==> src/rtl/lc3_pkg.sv <==
// Shared encodings for the multicycle LC-3 controller: opcodes, FSM states,
// datapath select codes and the bit layout of the packed control word.
package lc3_pkg;

   localparam logic [3:0] OP_BR   = 4'b0000;
   localparam logic [3:0] OP_ADD  = 4'b0001;
   localparam logic [3:0] OP_LD   = 4'b0010;
   localparam logic [3:0] OP_ST   = 4'b0011;
   localparam logic [3:0] OP_AND  = 4'b0101;
   localparam logic [3:0] OP_NOT  = 4'b1001;
   localparam logic [3:0] OP_JMP  = 4'b1100;
   localparam logic [3:0] OP_LEA  = 4'b1110;
   localparam logic [3:0] OP_TRAP = 4'b1111;
   localparam logic [7:0] TRAP_HALT = 8'h25;

   typedef enum logic [4:0] {
      S_FETCH0    = 5'd0,
      S_FETCH1    = 5'd1,
      S_FETCH2    = 5'd2,
      S_DECODE    = 5'd3,
      S_EX_ALU    = 5'd4,
      S_EX_BR     = 5'd5,
      S_EX_JMP    = 5'd6,
      S_EX_LEA    = 5'd7,
      S_LD0       = 5'd8,
      S_LD1       = 5'd9,
      S_LD2       = 5'd10,
      S_ST0       = 5'd11,
      S_ST1       = 5'd12,
      S_ST2       = 5'd13,
      S_STEP_WAIT = 5'd14,
      S_HALT      = 5'd15
   } state_t;

   localparam logic [1:0] ALU_ADD  = 2'd0;
   localparam logic [1:0] ALU_AND  = 2'd1;
   localparam logic [1:0] ALU_NOT  = 2'd2;
   localparam logic [1:0] ALU_PASS = 2'd3;

   localparam logic [1:0] SELPC_INC = 2'd0;
   localparam logic [1:0] SELPC_BUS = 2'd1;
   localparam logic [1:0] SELPC_EAB = 2'd2;
   localparam logic       EAB1_PC   = 1'b0;
   localparam logic [1:0] EAB2_OFF9 = 2'd2;
   localparam logic       MDR_MEM   = 1'b0;
   localparam logic       MDR_BUS   = 1'b1;

   // Control word bit offsets; multi-bit fields are addressed with [OFF +: width].
   localparam int OFF_LD_MAR   = 0;
   localparam int OFF_LD_MDR   = 1;
   localparam int OFF_LD_IR    = 2;
   localparam int OFF_LD_PC    = 3;
   localparam int OFF_REG_WE   = 4;
   localparam int OFF_FLAG_WE  = 5;
   localparam int OFF_MEM_WE   = 6;
   localparam int OFF_ENA_PC   = 7;
   localparam int OFF_ENA_MDR  = 8;
   localparam int OFF_ENA_ALU  = 9;
   localparam int OFF_ENA_MARM = 10;
   localparam int OFF_SEL_PC   = 11;
   localparam int OFF_SEL_EAB1 = 13;
   localparam int OFF_SEL_EAB2 = 14;
   localparam int OFF_SEL_MDR  = 16;
   localparam int OFF_ALU_CTL  = 17;
   localparam int OFF_SEL_IMM  = 19;
   localparam int OFF_SR1      = 20;
   localparam int OFF_SR2      = 23;
   localparam int OFF_DR       = 26;
   localparam int CTL_W        = 29;

   function automatic logic cond_met(input logic [15:0] ir, input logic n, input logic z,
                                     input logic p);
      return (ir[11] & n) | (ir[10] & z) | (ir[9] & p);
   endfunction

   function automatic logic is_mem_state(input state_t s);
      return (s == S_FETCH1) || (s == S_LD1) || (s == S_ST2);
   endfunction

endpackage

==> src/rtl/lc3_mem_waiter.sv <==
// Counts stalled memory cycles and flags a timeout on the last permitted wait cycle,
// so the FSM can leave the access on the following edge; MEM_TIMEOUT=0 never times out.
module lc3_mem_waiter #(
   parameter int MEM_TIMEOUT = 64,
   parameter int TO_W        = 7
) (
   input  logic clk,
   input  logic reset,
   input  logic start_i,
   input  logic mem_req_i,
   input  logic mem_ready_i,
   output logic done_o,
   output logic timeout_o
);

   localparam logic [TO_W-1:0] LAST_WAIT = (MEM_TIMEOUT > 0) ? TO_W'(MEM_TIMEOUT - 1) : '0;

   logic [TO_W-1:0] cnt_q, cnt_d;
   logic            waiting;

   assign waiting   = mem_req_i && !mem_ready_i;
   assign done_o    = mem_req_i && mem_ready_i;
   assign timeout_o = (MEM_TIMEOUT > 0) && waiting && (cnt_q == LAST_WAIT);

   always_comb begin
      cnt_d = cnt_q;
      if (start_i) begin
         cnt_d = '0;
      end else if (waiting && (cnt_q != '1)) begin
         cnt_d = cnt_q + TO_W'(1);
      end
   end

   always_ff @(posedge clk or posedge reset) begin
      if (reset) begin
         cnt_q <= '0;
      end else begin
         cnt_q <= cnt_d;
      end
   end

endmodule

==> src/rtl/lc3_mc_controller.sv <==
// Multicycle LC-3 control FSM: Moore control word per state, stalls in memory states
// until mem_ready, halts with a sticky fault on memory timeout or illegal instruction.
module lc3_mc_controller
   import lc3_pkg::*;
#(
   parameter int MEM_TIMEOUT = 64,
   parameter int TO_W        = 7,
   parameter int STEP_MODE   = 0
) (
   input  logic             clk,
   input  logic             reset,
   input  logic [15:0]      ir,
   input  logic             n,
   input  logic             z,
   input  logic             p,
   input  logic             mem_ready,
   input  logic             run,
   output logic [CTL_W-1:0] ctl,
   output logic             mem_req,
   output logic             halted,
   output logic             fault,
   output logic [4:0]       state_o
);

   localparam state_t S_DONE = (STEP_MODE != 0) ? S_STEP_WAIT : S_FETCH0;

   state_t           state_q, state_d;
   logic             fault_q, fault_d;
   logic [CTL_W-1:0] ctl_c;
   logic             mem_req_c;
   logic             mem_start, mem_done, mem_timeout;
   logic [3:0]       opcode;

   assign opcode    = ir[15:12];
   assign mem_start = is_mem_state(state_d) && (state_d != state_q);

   lc3_mem_waiter #(
      .MEM_TIMEOUT(MEM_TIMEOUT),
      .TO_W       (TO_W)
   ) u_waiter (
      .clk        (clk),
      .reset      (reset),
      .start_i    (mem_start),
      .mem_req_i  (mem_req_c),
      .mem_ready_i(mem_ready),
      .done_o     (mem_done),
      .timeout_o  (mem_timeout)
   );

   always_ff @(posedge clk or posedge reset) begin
      if (reset) begin
         state_q <= S_FETCH0;
         fault_q <= 1'b0;
      end else begin
         state_q <= state_d;
         fault_q <= fault_d;
      end
   end

   always_comb begin
      state_d = state_q;
      fault_d = fault_q;
      case (state_q)
         S_FETCH0: state_d = S_FETCH1;
         S_FETCH1, S_LD1, S_ST2: begin
            if (mem_timeout) begin
               state_d = S_HALT;
               fault_d = 1'b1;
            end else if (mem_done) begin
               state_d = (state_q == S_FETCH1) ? S_FETCH2 :
                         (state_q == S_LD1)    ? S_LD2    : S_DONE;
            end
         end
         S_FETCH2: state_d = S_DECODE;
         S_DECODE: begin
            case (opcode)
               OP_ADD, OP_AND, OP_NOT: state_d = S_EX_ALU;
               OP_BR:  state_d = S_EX_BR;
               OP_JMP: state_d = S_EX_JMP;
               OP_LEA: state_d = S_EX_LEA;
               OP_LD:  state_d = S_LD0;
               OP_ST:  state_d = S_ST0;
               OP_TRAP: begin
                  state_d = S_HALT;
                  fault_d = fault_q | (ir[7:0] != TRAP_HALT);
               end
               // RTI, reserved and opcodes this core does not sequence
               default: begin
                  state_d = S_HALT;
                  fault_d = 1'b1;
               end
            endcase
         end
         S_EX_ALU, S_EX_BR, S_EX_JMP, S_EX_LEA, S_LD2: state_d = S_DONE;
         S_LD0:       state_d = S_LD1;
         S_ST0:       state_d = S_ST1;
         S_ST1:       state_d = S_ST2;
         S_STEP_WAIT: if (run) state_d = S_FETCH0;
         S_HALT:      if (run && !fault_q) state_d = S_FETCH0;
         default:     state_d = S_FETCH0;
      endcase
   end

   always_comb begin
      ctl_c     = '0;
      mem_req_c = 1'b0;
      case (state_q)
         S_FETCH0: begin
            ctl_c[OFF_ENA_PC]         = 1'b1;
            ctl_c[OFF_LD_MAR]         = 1'b1;
            ctl_c[OFF_LD_PC]          = 1'b1;
            ctl_c[OFF_SEL_PC +: 2]    = SELPC_INC;
         end
         S_FETCH1, S_LD1: begin
            mem_req_c                 = 1'b1;
            ctl_c[OFF_LD_MDR]         = mem_ready;
            ctl_c[OFF_SEL_MDR]        = MDR_MEM;
         end
         S_FETCH2: begin
            ctl_c[OFF_ENA_MDR]        = 1'b1;
            ctl_c[OFF_LD_IR]          = 1'b1;
         end
         S_EX_ALU: begin
            ctl_c[OFF_ENA_ALU]        = 1'b1;
            ctl_c[OFF_REG_WE]         = 1'b1;
            ctl_c[OFF_FLAG_WE]        = 1'b1;
            ctl_c[OFF_ALU_CTL +: 2]   = (opcode == OP_ADD) ? ALU_ADD :
                                        (opcode == OP_AND) ? ALU_AND : ALU_NOT;
            ctl_c[OFF_SEL_IMM]        = ir[5] && (opcode != OP_NOT);
            ctl_c[OFF_SR1 +: 3]       = ir[8:6];
            ctl_c[OFF_SR2 +: 3]       = ir[2:0];
            ctl_c[OFF_DR +: 3]        = ir[11:9];
         end
         S_EX_BR: begin
            if (cond_met(ir, n, z, p)) begin
               ctl_c[OFF_LD_PC]       = 1'b1;
               ctl_c[OFF_SEL_PC +: 2] = SELPC_EAB;
               ctl_c[OFF_SEL_EAB1]    = EAB1_PC;
               ctl_c[OFF_SEL_EAB2 +: 2] = EAB2_OFF9;
            end
         end
         S_EX_JMP: begin
            ctl_c[OFF_LD_PC]          = 1'b1;
            ctl_c[OFF_SEL_PC +: 2]    = SELPC_BUS;
            ctl_c[OFF_SR1 +: 3]       = ir[8:6];
         end
         S_EX_LEA, S_LD0, S_ST0: begin
            ctl_c[OFF_ENA_MARM]       = 1'b1;
            ctl_c[OFF_SEL_EAB1]       = EAB1_PC;
            ctl_c[OFF_SEL_EAB2 +: 2]  = EAB2_OFF9;
            ctl_c[OFF_LD_MAR]         = (state_q != S_EX_LEA);
            ctl_c[OFF_REG_WE]         = (state_q == S_EX_LEA);
            ctl_c[OFF_FLAG_WE]        = (state_q == S_EX_LEA);
            ctl_c[OFF_DR +: 3]        = (state_q == S_EX_LEA) ? ir[11:9] : 3'd0;
         end
         S_LD2: begin
            ctl_c[OFF_ENA_MDR]        = 1'b1;
            ctl_c[OFF_REG_WE]         = 1'b1;
            ctl_c[OFF_FLAG_WE]        = 1'b1;
            ctl_c[OFF_DR +: 3]        = ir[11:9];
         end
         S_ST1: begin
            ctl_c[OFF_SR1 +: 3]       = ir[11:9];
            ctl_c[OFF_ENA_ALU]        = 1'b1;
            ctl_c[OFF_ALU_CTL +: 2]   = ALU_PASS;
            ctl_c[OFF_LD_MDR]         = 1'b1;
            ctl_c[OFF_SEL_MDR]        = MDR_BUS;
         end
         S_ST2: begin
            mem_req_c                 = 1'b1;
            ctl_c[OFF_MEM_WE]         = 1'b1;
         end
         default: ;
      endcase
   end

   // FETCH0 is the reset state but its loads must not fire while reset is still held.
   assign ctl     = reset ? '0 : ctl_c;
   assign mem_req = mem_req_c;
   assign halted  = (state_q == S_HALT);
   assign fault   = fault_q;
   assign state_o = state_q;

endmodule
==> config.mk <==
export PLATFORM = sky130hd
export DESIGN_NAME = lc3_mc_controller
export DESIGN_NICKNAME = d
export VERILOG_FILES = /design/src/rtl/lc3_pkg.sv /design/src/rtl/lc3_mem_waiter.sv /design/src/rtl/lc3_mc_controller.sv
export SDC_FILE = /design/constraint.sdc
export NUM_CORES = 1
export LEC_CHECK = 0
export CAP_MARGIN = 10
export CORE_ASPECT_RATIO = 1.25
export CORE_UTILIZATION = 30
export DETAILED_ROUTE_END_ITERATION = 8
export SYNTH_ARGS = -nofsm -noshare
export SYNTH_HDL_FRONTEND = slang
export SYNTH_SLANG_ARGS = --single-unit
==> constraint.sdc <==
create_clock -name clk -period 4.95 [get_ports clk]
set_input_delay 1.2375 -clock clk [delete_from_list [all_inputs] [get_ports clk]]
set_output_delay 1.2375 -clock clk [all_outputs]
set_load 0.05 [all_outputs]
-- After elaboration in Yosys (flattened, before gate mapping)
Cells that the tools add are included.
- register bits: 13
- bits in latches: 0
- bits in writable memories: 0
- bits in read-only memories: 0
- output and inout port bits: 37
- memories: 0
- add/sub/neg operators: 1
- $mul: 0
- divide/modulo/power cells: 0
- $lt $le $gt $ge: 0
- equality and inequality tests: 34
- shifts and indexed selects: 0
- multiplexer cells: 38
- bitwise operators: 6
- reduce and logical (&&, ||, !) cells: 26
- operators by type and width (operator ; number):
    equality test 5 x 4 -> 1 bit, second input constant ; 10
    case mux 5 bit (9 select lines) ; 1
    2-to-1 mux 29 bit ; 1
    2-to-1 mux 5 bit ; 5
    case mux 4 bit (6 select lines) ; 1
    equality test 5 x 3 -> 1 bit, second input constant ; 4
    case mux 3 bit (2 select lines) ; 3
    equality test 4 bit, second input constant ; 4
    2-to-1 mux 7 bit ; 2
    case mux 2 bit (2 select lines) ; 3
    OR reduction 2 bit ; 6
    2-to-1 mux 1 bit ; 11
    equality test 5 x 1 -> 1 bit, second input constant ; 2
    equality test 5 x 2 -> 1 bit, second input constant ; 2
    case mux 1 bit (2 select lines) ; 5
    OR reduction 3 bit ; 3
    equality test 4 x 2 -> 1 bit, second input constant ; 2
    2-to-1 mux 4 bit ; 2
    != test 8 x 6 -> 1 bit, second input constant ; 1
    OR reduction 8 bit ; 1
    adder 7 x 1 -> 7 bit, second input constant ; 1
    equality test 7 x 6 -> 1 bit, second input constant ; 1
    logical AND 1 bit ; 7
    != test 7 bit, second input constant ; 1
    other kinds (17) ; 26

-- Depth between registers and ports, before layout
Gate-level depths: netlist of run 1.
- word-level depth: 12
- gate-level depth with buffers: 7
- gate-level depth less buffers: 5

-- Hierarchy
A second synthesis of run 1 with hierarchy kept.
- cell total of the unflattened synthesis: 175
- area total of the unflattened synthesis: 1405.1 um^2
- by module, submodules not included (module ; instances ; cells an instance ; area each (um^2)):
    lc3_mc_controller ; 1 ; 132 ; 952.2
    lc3_mem_waiter ; 1 ; 43 ; 452.9

-- Worst setup path after synthesis of run 1
OpenSTA, ideal clock, no wires.
- kind: input-to-output
- start point: input port reset
- end point: output port ctl[20]
- arrival time: 4.603 ns
- required time: 3.713 ns
- slack: -0.891 ns
- stages on the path: 6
- path buffers: 2
- path through: or2_2 clkbuf_1 nor4_1 and2_1 clkbuf_1 a22o_1
- word-level cells in the longest chain between the ends: 1
- ends and longest elaborated chain (item ; RTL line ; text):
    from (decl) ; lc3_mc_controller.sv:11 ; input logic reset,
    2-to-1 mux 29 bit ; lc3_mc_controller.sv:178 ; assign ctl = reset ? '0 : ctl_c;
    to (decl) ; lc3_mc_controller.sv:18 ; output logic [CTL_W-1:0] ctl,
Every way passes these cells.

-- Final worst setup path of run 1
- start point: input port reset
- end point: output port ctl[26]
Same word-level chain as after synthesis.

==> run summary, run 1 <==
Status - completed
Hold buffers post-CTS - 0
Kind of critical path - in -> out
Clock Skews - 3.47 ps
FF-to-FF Start - state_o[0]
First-pass GRT wire length - 6050 um
Critical Path Sink Type - output port
Initial Util - 31.9%
Minimum clock period after layout - 4590 ps
Worst-Margin Slew - 768 ps
Worst VDD drop - 0.000154 V
Int Pwr - 0.237 mW
Root Buffer - clkbuf_8
Share of layout cells above drive strength 1 - 7.58%
Util after Layout - 47.8%
Grt ovf - 0
Final nets - 236
Sequential-to-total area share from yosys stat - 26.5%
Sequential share of power - 34.9%
Critical Path Source - reset
Leakage - 0.722 nW
Max Root-Sink Buffers - 2
PostCTS Resize Cnt - 0
Fill count - 380
Post-Syn Instances - 162
Worst slew margin - 47.5%
Predominant post-synthesis flop cell - dfrtp_1
Worst EP required - 3710 ps
Antenna-violating nets left - 0
CTS sink cnt - 13
Crit path launch type - input port
I/O pin total - 60
Setup violations, final - 0
Final hold viol count - 0
Net Sw Frac - 41.8%
Die area - 0.00436 sq mm
Detailed Place HPWL - 3030 um
Final WS setup - 357 ps
Via density per instance - 5.55
Die Wd - 59.2 um
I/O Buffers - 57
Vias in the first global route - 1340
Hold Path Class - reg -> reg
Clock latency on the worst-skew pair - 250 ps
Comb pwr share - 41.8%
Clock power frac - 23.2%
Initial antenna violation count - 0
Synth Register Bits - 13
Detailed-route via count - 1470
Largest net degree at the start of global routing - 19
Yosys warnings - 0
Clk pin slew, worst setup/hold paths - 50 ps
Max Fclk - 0.218 GHz
DP Area - 0.00179 sq mm
Global placement routability congestion - 0.785
Worst r2r dst - u_waiter.cnt_q[3]
FP Rows - 25
Min-Delay Path Depth - 1
Wire per inst - 14.8 um
Worst r2r path cells - 4
RSZ-0062 raised after global routing - no
Post-place setup slack - 336 ps
Psw - 0.170 mW
DRT iter0 DRCs - 44
GRT Util Overall - 18.2%
Worst Path Max Fanout - 6
Ys async rst share - 100%
R2r setup slk - 2520 ps
CTS Buf Count - 3
Final period utilization - 92.8%
DRC violations left - 0
Syn Area/Cell - 7.58 sq um
Max-Cap Viols - 0
Placed cell count - 261
Die height - 73.6 um
WHS Endpoint - u_waiter.cnt_q[4]
H-tree levels - 1
Non-filler cells, final - 265
Worst Path Arrival - 3360 ps
Pre-antenna DRT Iters - 4
Layout area overhead - 49.6%
Setup TNS - 0 ps
Min-delay src - u_waiter.cnt_q[4]
PD cells - 222 mW/mm^2
CTS tree - done
Synthesized area - 0.00123 sq mm
Diode count - 0
Core Region - 0.00385 sq mm
Final non-filler cell area - 0.00184 sq mm
DRT Wirelength - 3920 um
EDFF count, synth - 0
Post-CTS Setup Inserts - 0
Distinct cell type count after synthesis - 49
Max-slew violations - 0
-- critical path: stages --
cell	delay (ps)
clkdlybuf4s50_1	490
or2_2	380
nor2_1	270
and2_1	180
clkdlybuf4s50_1	800
-- worst max-delay path by stage --
stage	endpoint	cells past startpoint	slack, ps
3_5_place_dp	ctl[26]	5	340
3_3_place_gp	ctl[18]	5	420
4_1_cts	ctl[26]	5	340
6_report	ctl[26]	5	360
2_1_floorplan	ctl[20]	6	160
5_1_grt	ctl[26]	5	250
-- layout make-up --
type	instances	area (sq um)	share of cell area [%]
Tap cell	54	67.6	3.68
Multi-Input combinational cell	132	833	45.3
Clock buffer	4	45.0	2.45
Sequential cell	13	325	17.7
Inverter	5	18.8	1.02
Timing Repair Buffer	57	548	29.8
-- per-stage QoR --
step,hold WS [ps],total power [mW]
6_report,522,0.407
5_1_grt,529,0.429
4_1_cts,518,0.411
3_5_place_dp,507,0.315
3_3_place_gp,499,0.313
2_1_floorplan,453,0.250
-- Yosys cell counts (2+ instances only) --
master | number | area [sq um]
o221ai_1 | 2 | 17.5
nand3_1 | 6 | 30.0
or4_1 | 2 | 15.0
o21bai_1 | 2 | 15.0
nand2b_1 | 5 | 31.3
nor3_1 | 7 | 35.0
buf_4 | 3 | 22.5
dfrtp_1 | 13 | 325
o31ai_1 | 4 | 30.0
a31oi_1 | 2 | 12.5
clkbuf_1 | 7 | 26.3
xor2_1 | 2 | 17.5
and3_1 | 8 | 50.1
and4_1 | 3 | 26.3
a21oi_1 | 10 | 50.1
or3_1 | 4 | 25.0
nor2_1 | 16 | 60.1
o211ai_1 | 2 | 15.0
and3b_1 | 3 | 26.3
and2_1 | 4 | 25.0
o311ai_0 | 2 | 17.5
nand2_1 | 10 | 37.5
a22o_1 | 3 | 26.3
nor4_1 | 6 | 37.5
o22ai_1 | 3 | 18.8
a2111oi_0 | 2 | 17.5
buf_2 | 2 | 10.0
nor2b_1 | 2 | 12.5
inv_1 | 5 | 18.8
o21ai_0 | 3 | 15.0
-- power by group through the flow --
stage | clock, mW | sequential, mW | combinational (mW)
2_1_floorplan | 0 | 0.159 | 0.0915
3_3_place_gp | 0 | 0.144 | 0.169
3_5_place_dp | 0 | 0.144 | 0.171
4_1_cts | 0.0979 | 0.142 | 0.172
5_1_grt | 0.0997 | 0.145 | 0.184
6_report | 0.0946 | 0.142 | 0.170
-- placed cells by master, fill, tap and decap left out, drive strengths merged, types with 3 or more instances in the layout --
master	count
clkdlybuf4s50	48
nor2	16
dfrtp	13
a21oi	10
nand2	10
buf	9
and3	8
nor3	7
nand3	6
nor4	6
inv	5
nand2b	5
or3	4
o31ai	4
and2	4
clkbuf	4
and4	3
a22o	3
o21ai	3
o22ai	3
and3b	3
conb	3
-- sequential cells by signal (all words and copies together) (netlist names) --
| name | count |
|---|---|
| fault | 1 |
| u_waiter.cnt_q | 7 |
| state_o | 5 |
-- cell families (layout without fill, tap and decap cells) --
group                      Yosys count  after routing  share of synthesized area [%]
other                                1              3                          0.305
buffers and inverters               19             66                           7.54
AOI/OAI and AO/OA                   42             42                           24.1
and+or+nand+nor                     82             82                           37.4
adders and majority gates            2              2                           1.83
DFF                                 13             13                           26.5
muxes                                1              1                          0.916
xor gates and xnor gates             2              2                           1.43
-- metal layers --
layer  up-vias  wire, um  GRT usage [%]
li1        708         -              -
met1       692      1680           21.3
met2        61      1830           32.1
met3         9       319           2.82
met4         0        87           8.20
met5         -         0              0
Power figures use the tool's default switching activity.
==> inputs of run 2 (changes only) <==
- CTS_CLUSTER_SIZE: not set -> 40
- clock period: 4.95 -> 4.4 ns (I/O delays scaled with it)
==> run summary, run 2 (synthesis gave the netlist of run 1 again) <==
Status - completed
RSZ-0062 raised after global routing - no
DRT iter0 DRCs - 40
Worst Path Arrival - 2950 ps
DRC violations left - 0
Hold Path Class - reg -> reg
Antenna-violating nets left - 0
Most common cell after layout, fill and taps aside - clkdlybuf4s50_1
GRT Util Overall - 19.1%
Non-filler cells, final - 266
Worst VDD drop - 0.000225 V
Layout area overhead - 59.7%
I/O pin total - 60
Final hold viol count - 0
Worst Path Max Fanout - 6
Reg with most FFs - u_waiter.cnt_q
Setup violations, final - 0
PD cells - 236 mW/mm^2
I/O Buffers - 57
Max FFs per register - 7
Setup TNS - 0 ps
GR Util met1 - 24.4%
Initial Util - 31.9%
Wire per inst - 15.4 um
Clk pin slew, worst setup/hold paths - 60 ps
Critical Path Sink Type - output port
Kind of critical path - in -> out
Detailed Place HPWL - 3250 um
Worst slew margin - 43.9%
Final period utilization - 92.0%
Grt met2 use - 33.2%
H-tree levels - 1
Placed cell count - 262
Root Buffer - clkbuf_8
Worst-Margin Slew - 820 ps
Die height - 73.6 um
CTS tree - done
Clock latency on the worst-skew pair - 240 ps
Final nets - 237
Most frequent cells in the layout - clkdlybuf4s50_1 (32), nor2_1 (16), buf_4 (14)
CTS Buf Count - 3
Vias in the first global route - 1378
Hold buffers post-CTS - 0
DRT Wirelength - 4100 um
Largest net degree at the start of global routing - 19
Detailed-route via count - 1453
Minimum clock period after layout - 4050 ps
Core Region - 0.00385 sq mm
Max Fclk - 0.247 GHz
Global placement routability congestion - 0.815
Crit path launch type - input port
Post-CTS Setup Inserts - 0
Max Root-Sink Buffers - 2
Initial antenna violation count - 0
GRT busiest layer - met2
Max-slew violations - 0
Max-Cap Viols - 0
First-pass GRT wire length - 6420 um
Grt ovf - 0
Die area - 0.00436 sq mm
Clock Skews - 2.54 ps
FP Rows - 25
Leakage - 0.792 nW
Via density per instance - 5.46
CTS sink cnt - 13
Die Wd - 59.2 um
Worst EP required - 3300 ps
PostCTS Resize Cnt - 0
R2r setup slk - 1920 ps
Pre-antenna DRT Iters - 4
Met3 usage - 2.82%
Diode count - 0
Share of layout cells above drive strength 1 - 16.0%
[run 2: path summary, 6_finish.rpt]
path,from,to,depth (start not counted)
max,reset,ctl[22],6
min,u_waiter.cnt_q[4],u_waiter.cnt_q[4],1
max reg2reg,state_o[0],u_waiter.cnt_q[3],4
min reg2reg,u_waiter.cnt_q[4],u_waiter.cnt_q[4],1
max in group asynchronous,reset,u_waiter.cnt_q[5],2
min in group asynchronous,reset,state_o[4],2
[run 2: where the power goes]
group	switching [mW]	internal (mW)
registers	0.0309	0.131
logic	0.122	0.0716
clock network	0.0435	0.0640
total	0.196	0.267
[run 2: critical path: stages]
cell	delay, ps
clkdlybuf4s50_1	500
or2_2	390
nor4_4	300
and2_1	300
a22o_1	220
buf_12	140
[run 2: layer usage]
| layer | part of all wire, % | vias up |
|---|---|---|
| met3 | 7.5 | 3 |
| met5 | 0 | - |
| met1 | 43 | 675 |
| met4 | 0.68 | 0 |
| li1 | - | 716 |
| met2 | 48 | 59 |
[run 2: layout make-up]
cell class / count / area, sq um
Fill cell: 401 / 1890
Multi-Input combinational cell: 132 / 840
Timing Repair Buffer: 58 / 666
Sequential cell: 13 / 325
Tap cell: 54 / 67.6
Clock buffer: 4 / 45.0
Inverter: 5 / 18.8
[run 2: through the flow]
step	util, %	setup WS, ps	hold WS, ps	power (mW)	instance area [sq um]
6_report	51.0	351	522	0.463	1960
2_1_floorplan	-	31.2	453	0.282	1260
3_5_place_dp	49.8	359	521	0.358	1920
5_1_grt	51.0	217	548	0.486	1960
4_1_cts	51.0	347	534	0.464	1960
3_3_place_gp	49.8	409	493	0.353	1920
==> edit 1, RTL diff (settings of run 2) <==
Register the output `fault` once more, with the module's reset; this adds one clock of latency there. The other outputs are not delayed to match.
--- a/src/rtl/lc3_mc_controller.sv
+++ b/src/rtl/lc3_mc_controller.sv
@@ -179,5 +179,11 @@
    assign mem_req = mem_req_c;
    assign halted  = (state_q == S_HALT);
-   assign fault   = fault_q;
+   always_ff @(posedge clk or posedge reset) begin
+      if (reset) begin
+         fault <= '0;
+      end else begin
+         fault <= fault_q;
+      end
+   end
    assign state_o = state_q;
 
Formal check against the unedited RTL: not equivalent (Yosys sat finds a counterexample within 10 cycles, from zero or initial values and one cycle with reset high).
==> edit 1 against run 2 <==
Setup slack better by 0.053 ns; fmax is 1.3% higher; critical path type unchanged; largest cell class is now buffers; area after synthesis is 0.10% lower; routed wire length is 3.7% higher; combinational power is 94% higher; global-route usage is 1.8 points higher; design area is 8.9% higher; total power is 51% higher; non-clock buffer count is 2 higher; sequential cell count is 1 higher; highest routed layer unchanged; clock power is 16% higher.
==> edit 1: results (changes against run 2) <==
| Metric | Value |
|---|---|
| Global-route wire length before repair | 7.04 mm (+9.6%) |
| Routability-driven placement congestion ratio | 0.853 (+4.6%) |
| Pre-CTS WS | 0.402 ns (+0.0423 ns) |
| Leakage power | 0.828 nW (+4.5%) |
| Clock network contribution to total cell area | 2.58% (+0.28 points) |
| Share of the yosys chip area belonging to registers | 28.5% (+2.1 points) |
| Largest net degree at the start of global routing | 22 (+3) |
| Post-CTS repair timing setup buffer count | 0 (unchanged) |
| Global-route met3 utilization | 4.23% (+1.4 points) |
| Crit path max fanout | 3 (-3) |
| Biggest area contributors in the synthesized netlist | dfrtp_1, a21oi_1, nor3_1 |
| Total clock buffers created by CTS | 3 (unchanged) |
| Critical Path End | ctl[12] |
| Detailed placer's ending HPWL | 3.54 mm (+8.8%) |
| Distinct cells, synth | 45 (-8.2%) |
| Hold bufs inserted after CTS | 0 (unchanged) |
| Core outline area | 0.00385 mm² (unchanged) |
| Non-Clock Inverter Count | 8 (+3) |
| Repair and plain buffers | 60 (+3.4%) |
| Detail Route met2 WL | 2.36 mm (+19%) |
| Placed standard-cell area | 0.00208 mm² (+8.6%) |
| Fraction of area in multi-input gates | 37.6% (-5.2 points) |
| Global-route track usage on met2 | 39.0% (+5.7 points) |
| R2R Setup Slk | 2.07 ns (+0.15 ns) |
| Main synth FF type | dfrtp_1 |
| Result of the run | finished, final reports clean |
| Commonest cells in the synthesized netlist | nor2_1, a21oi_1, dfrtp_1 |
| Multi-input gates | 134 (+1.5%) |
| Met1 GRT Util | 24.9% (+0.54 points) |
| Final net count | 245 (+3.4%) |
| Detailed-routed wire length on met3 | 192 µm (-38%) |
| Area occupied by registers | 350 µm² (+7.7%) |
| IR Drop Worst-Case VDD | 0.141 mV (-37%) |
| Antenna cells | 0 (unchanged) |
| Fillers | 361 (-10%) |
| Fraction of registers with async set/reset | 100% (unchanged) |
| Total track usage | 20.9% (+1.8 points) |
| Routed Wire Length | 4.26 mm (+3.7%) |
| Iteration-0 DRC Markers | 60 (+50%) |
| HP Class | reg2reg |
| CTS HTree Levels | 1 (unchanged) |
| Relative area of non-clock buffer cells in the final design | 38.9% (+5.0 points) |
| Arrival time of data at the critical path endpoint | 2.90 ns (-0.05 ns) |
| DR top layer | met4 |
| Internal Dissipation | 378 µW (+42%) |
| Via count of the routed design | 1,460 (+0.48%) |
| Cells after Synth | 166 (+2.5%) |
| Routed vias/inst | 5.33 (-2.5%) |
| Layout Skew | 0.00164 ns (-0.000903 ns) |
| Max-slew headroom at the worst pin | 49.0% (+5.0 points) |
| Total placed cells including tap cells | 270 (+3.1%) |
| Fraction of final layout cells with drive strength greater than 1 | 16.4% (+0.33 points) |
| Final cell area excluding filler cells | 0.00214 mm² (+8.9%) |
| Flops & latches, synth | 14 (+1) |
| Start point of the critical path | ir[9] |
| Part of the cycle the worst path needs | 90.8% (-1.2 points) |
| Root Driver | clkbuf_8 |
| Met1 Routed Length | 1.69 mm (-5.2%) |
edit 1: how the worst min path moves through the flow:
stage | startpoint | to | slack, ns | depth (start not counted)
floorplan | fault_q$_DFFE_PP0P_ | fault$_DFF_PP0_ | 0.37 | 0
global placement | fault_q$_DFFE_PP0P_ | fault$_DFF_PP0_ | 0.38 | 0
detailed placement | fault_q$_DFFE_PP0P_ | fault$_DFF_PP0_ | 0.39 | 0
CTS | fault_q$_DFFE_PP0P_ | fault$_DFF_PP0_ | 0.41 | 0
global route | fault_q$_DFFE_PP0P_ | fault$_DFF_PP0_ | 0.43 | 0
finish | fault_q$_DFFE_PP0P_ | fault$_DFF_PP0_ | 0.41 | 0
edit 1: worst max-delay path, stage by stage:
cell and delay (ns):
clkdlybuf4s50_1 0.53, a222oi_1 0.13, nor4_1 0.27, clkdlybuf4s50_1 0.87
edit 1: cell families (layout without fill, tap and decap cells):
family | count (synthesis) | in the layout | share of synthesized area [%]
other | 1 | 3 | 0.306
AND/OR/NAND/NOR | 82 | 82 | 36.4
adder cells (fa/ha/maj) | 1 | 1 | 1.02
XOR/XNOR | 2 | 2 | 1.43
AO/OA/AOI/OAI | 45 | 45 | 24.3
buffers and inverters | 20 | 72 | 7.24
multiplexers | 1 | 1 | 0.816
flip-flops | 14 | 14 | 28.5
edit 1: power by group through the flow:
stage                     clock network [mW]  logic [mW]  registers (mW)
after detailed placement                   0       0.376           0.202
final                                  0.125       0.374           0.201
after floorplan                            0       0.208           0.219
after global placement                     0       0.371           0.202
after global routing                   0.135       0.399           0.208
after CTS                              0.129       0.376           0.200
==> edit 2, RTL diff (settings of run 2) <==
Made on the original files. The package constant `OFF_SEL_PC` goes from 11 to 22.
--- a/src/rtl/lc3_pkg.sv
+++ b/src/rtl/lc3_pkg.sv
@@ -58,5 +58,5 @@
    localparam int OFF_ENA_ALU  = 9;
    localparam int OFF_ENA_MARM = 10;
-   localparam int OFF_SEL_PC   = 11;
+   localparam int OFF_SEL_PC   = 22;
    localparam int OFF_SEL_EAB1 = 13;
    localparam int OFF_SEL_EAB2 = 14;
Formal check against the unedited RTL: not equivalent (Yosys sat finds a counterexample within 10 cycles, from zero or initial values and one cycle with reset high).
==> edit 2 against run 2 <==
Routed wire length is 1.8% lower; sequential cell count is the same; critical path type unchanged; critical path depth down 1; area after synthesis increased by 1.5%; setup slack better by 0.0095 ns; design area grew 3.9%; total power increased by 12%; register-to-register slack gained 0.09 ns; synthesized cell count is 0.62% higher.
==> edit 2: results (changes against run 2) <==
| Metric | Value |
|---|---|
| Global-route met3 utilization | 2.78% (-0.034 points) |
| Clk_lat worst skew | 0.24 ns (about the same) |
| Sequential share of power | 30.9% (-4.1 points) |
| Final standard cell count with taps included and fillers excluded | 269 (+1.1%) |
| Adder and majority cell fraction of the synthesized area | 1.00% (-0.83 points) |
| Result of the run | finished, final reports clean |
| Routability-driven placement congestion ratio | 0.857 (+5.1%) |
| Biggest area contributors in the synthesized netlist | dfrtp_1, nand2_1, nor3_1 |
| Final net count | 240 (+1.3%) |
| Detailed placer's ending HPWL | 3.24 mm (-0.60%) |
| Iteration-0 DRC Markers | 39 (-2.5%) |
| Placed standard-cell area | 0.00199 mm² (+4.0%) |
| Vias in the first global route | 1,398 (+1.5%) |
| Largest net degree at the start of global routing | 25 (+6) |
| Arrival time of data at the critical path endpoint | 2.94 ns (about the same) |
| Clock Power | 104 µW (-4%) |
| Kind of cell adding the most delay to the critical path | buffers and inverters |
| Power Total | 517 µW (+12%) |
| Synth Area in XOR/XNOR | 2.11% (+0.68 points) |
| Global-route track usage on met2 | 34.8% (+1.6 points) |
| Global-route wire length before repair | 6.60 mm (+2.7%) |
| Total track usage | 19.4% (+0.26 points) |
| Fillers | 394 (-1.7%) |
| WL per Instance | 15.0 µm (-2.9%) |
| Mux share of post-synthesis cell area | 2.41% (+1.5 points) |
| Mean Syn Cell Area | 7.65 µm² (+0.90%) |
| Commonest cells in the synthesized netlist | nand2_1, dfrtp_1, nor3_1 |
| IR Drop Worst-Case VDD | 0.236 mV (+5.1%) |
| Met1 GRT Util | 24.0% (-0.34 points) |
| Met1 Routed Length | 1.74 mm (-2.3%) |
| Detailed-routed wire length on met3 | 223 µm (-28%) |
| Maximum single-stage delay on the critical path | 0.80 ns (+0.30 ns) |
| Routed vias/inst | 5.34 (-2.3%) |
| Detail Route met2 WL | 2.04 mm (+2.5%) |
[edit 2: changes by cell type after synthesis, sizes merged, moves of 3 or more]
cell,change
nor2,-7
and3,-4
a32o,+3
and3b,-3
nor3,+3
clkbuf,-3
mux2i,+3
nor2b,+3
nand2,+4
[edit 2: cells by family after synthesis]
group,Yosys count
and+or+nand+nor,84
AOI/OAI and AO/OA,38
DFF,13
muxes,3
xor gates and xnor gates,3
buffers and inverters,20
adders and majority gates,1
other,1
[edit 2: final cells by class]
type	instances	area (µm²)	area share [%]
clock buffer	4	45.0	2.21
sequential	13	325	16.0
timing repair buffer	57	728	35.7
tap	54	67.6	3.31
multi-input combinational	134	846	41.5
inverter	7	26.3	1.29
[edit 2: path summary, 6_finish.rpt]
kind	startpoint	end	slack, ns	cells after the start
max in group asynchronous	reset	u_waiter.cnt_q[6]$_DFFE_PP0P_	2.98	3
max reg2reg	state_o[2]$_DFF_PP0_	u_waiter.cnt_q[4]$_DFFE_PP0P_	2.01	4
min reg2reg	u_waiter.cnt_q[5]$_DFFE_PP0P_	u_waiter.cnt_q[5]$_DFFE_PP0P_	0.48	1
min	u_waiter.cnt_q[5]$_DFFE_PP0P_	u_waiter.cnt_q[5]$_DFFE_PP0P_	0.48	1
max	reset	ctl[19]	0.36	5
min in group asynchronous	reset	u_waiter.cnt_q[3]$_DFFE_PP0P_	1.26	3
[edit 2: through the flow]
step	hold WS [ns]	setup WS [ns]
after CTS	0.478	0.347
after global routing	0.489	0.240
after detailed placement	0.468	0.350
after global placement	0.471	0.410
final	0.484	0.360
after floorplan	0.448	0.0660
[edit 2: worst register-to-register path, stage by stage (launching register included)]
cell,delay [ns]
dfrtp_1,0.63
nor2b_1,0.31
or4_1,0.67
or4_1,0.56
a21oi_1,0.16
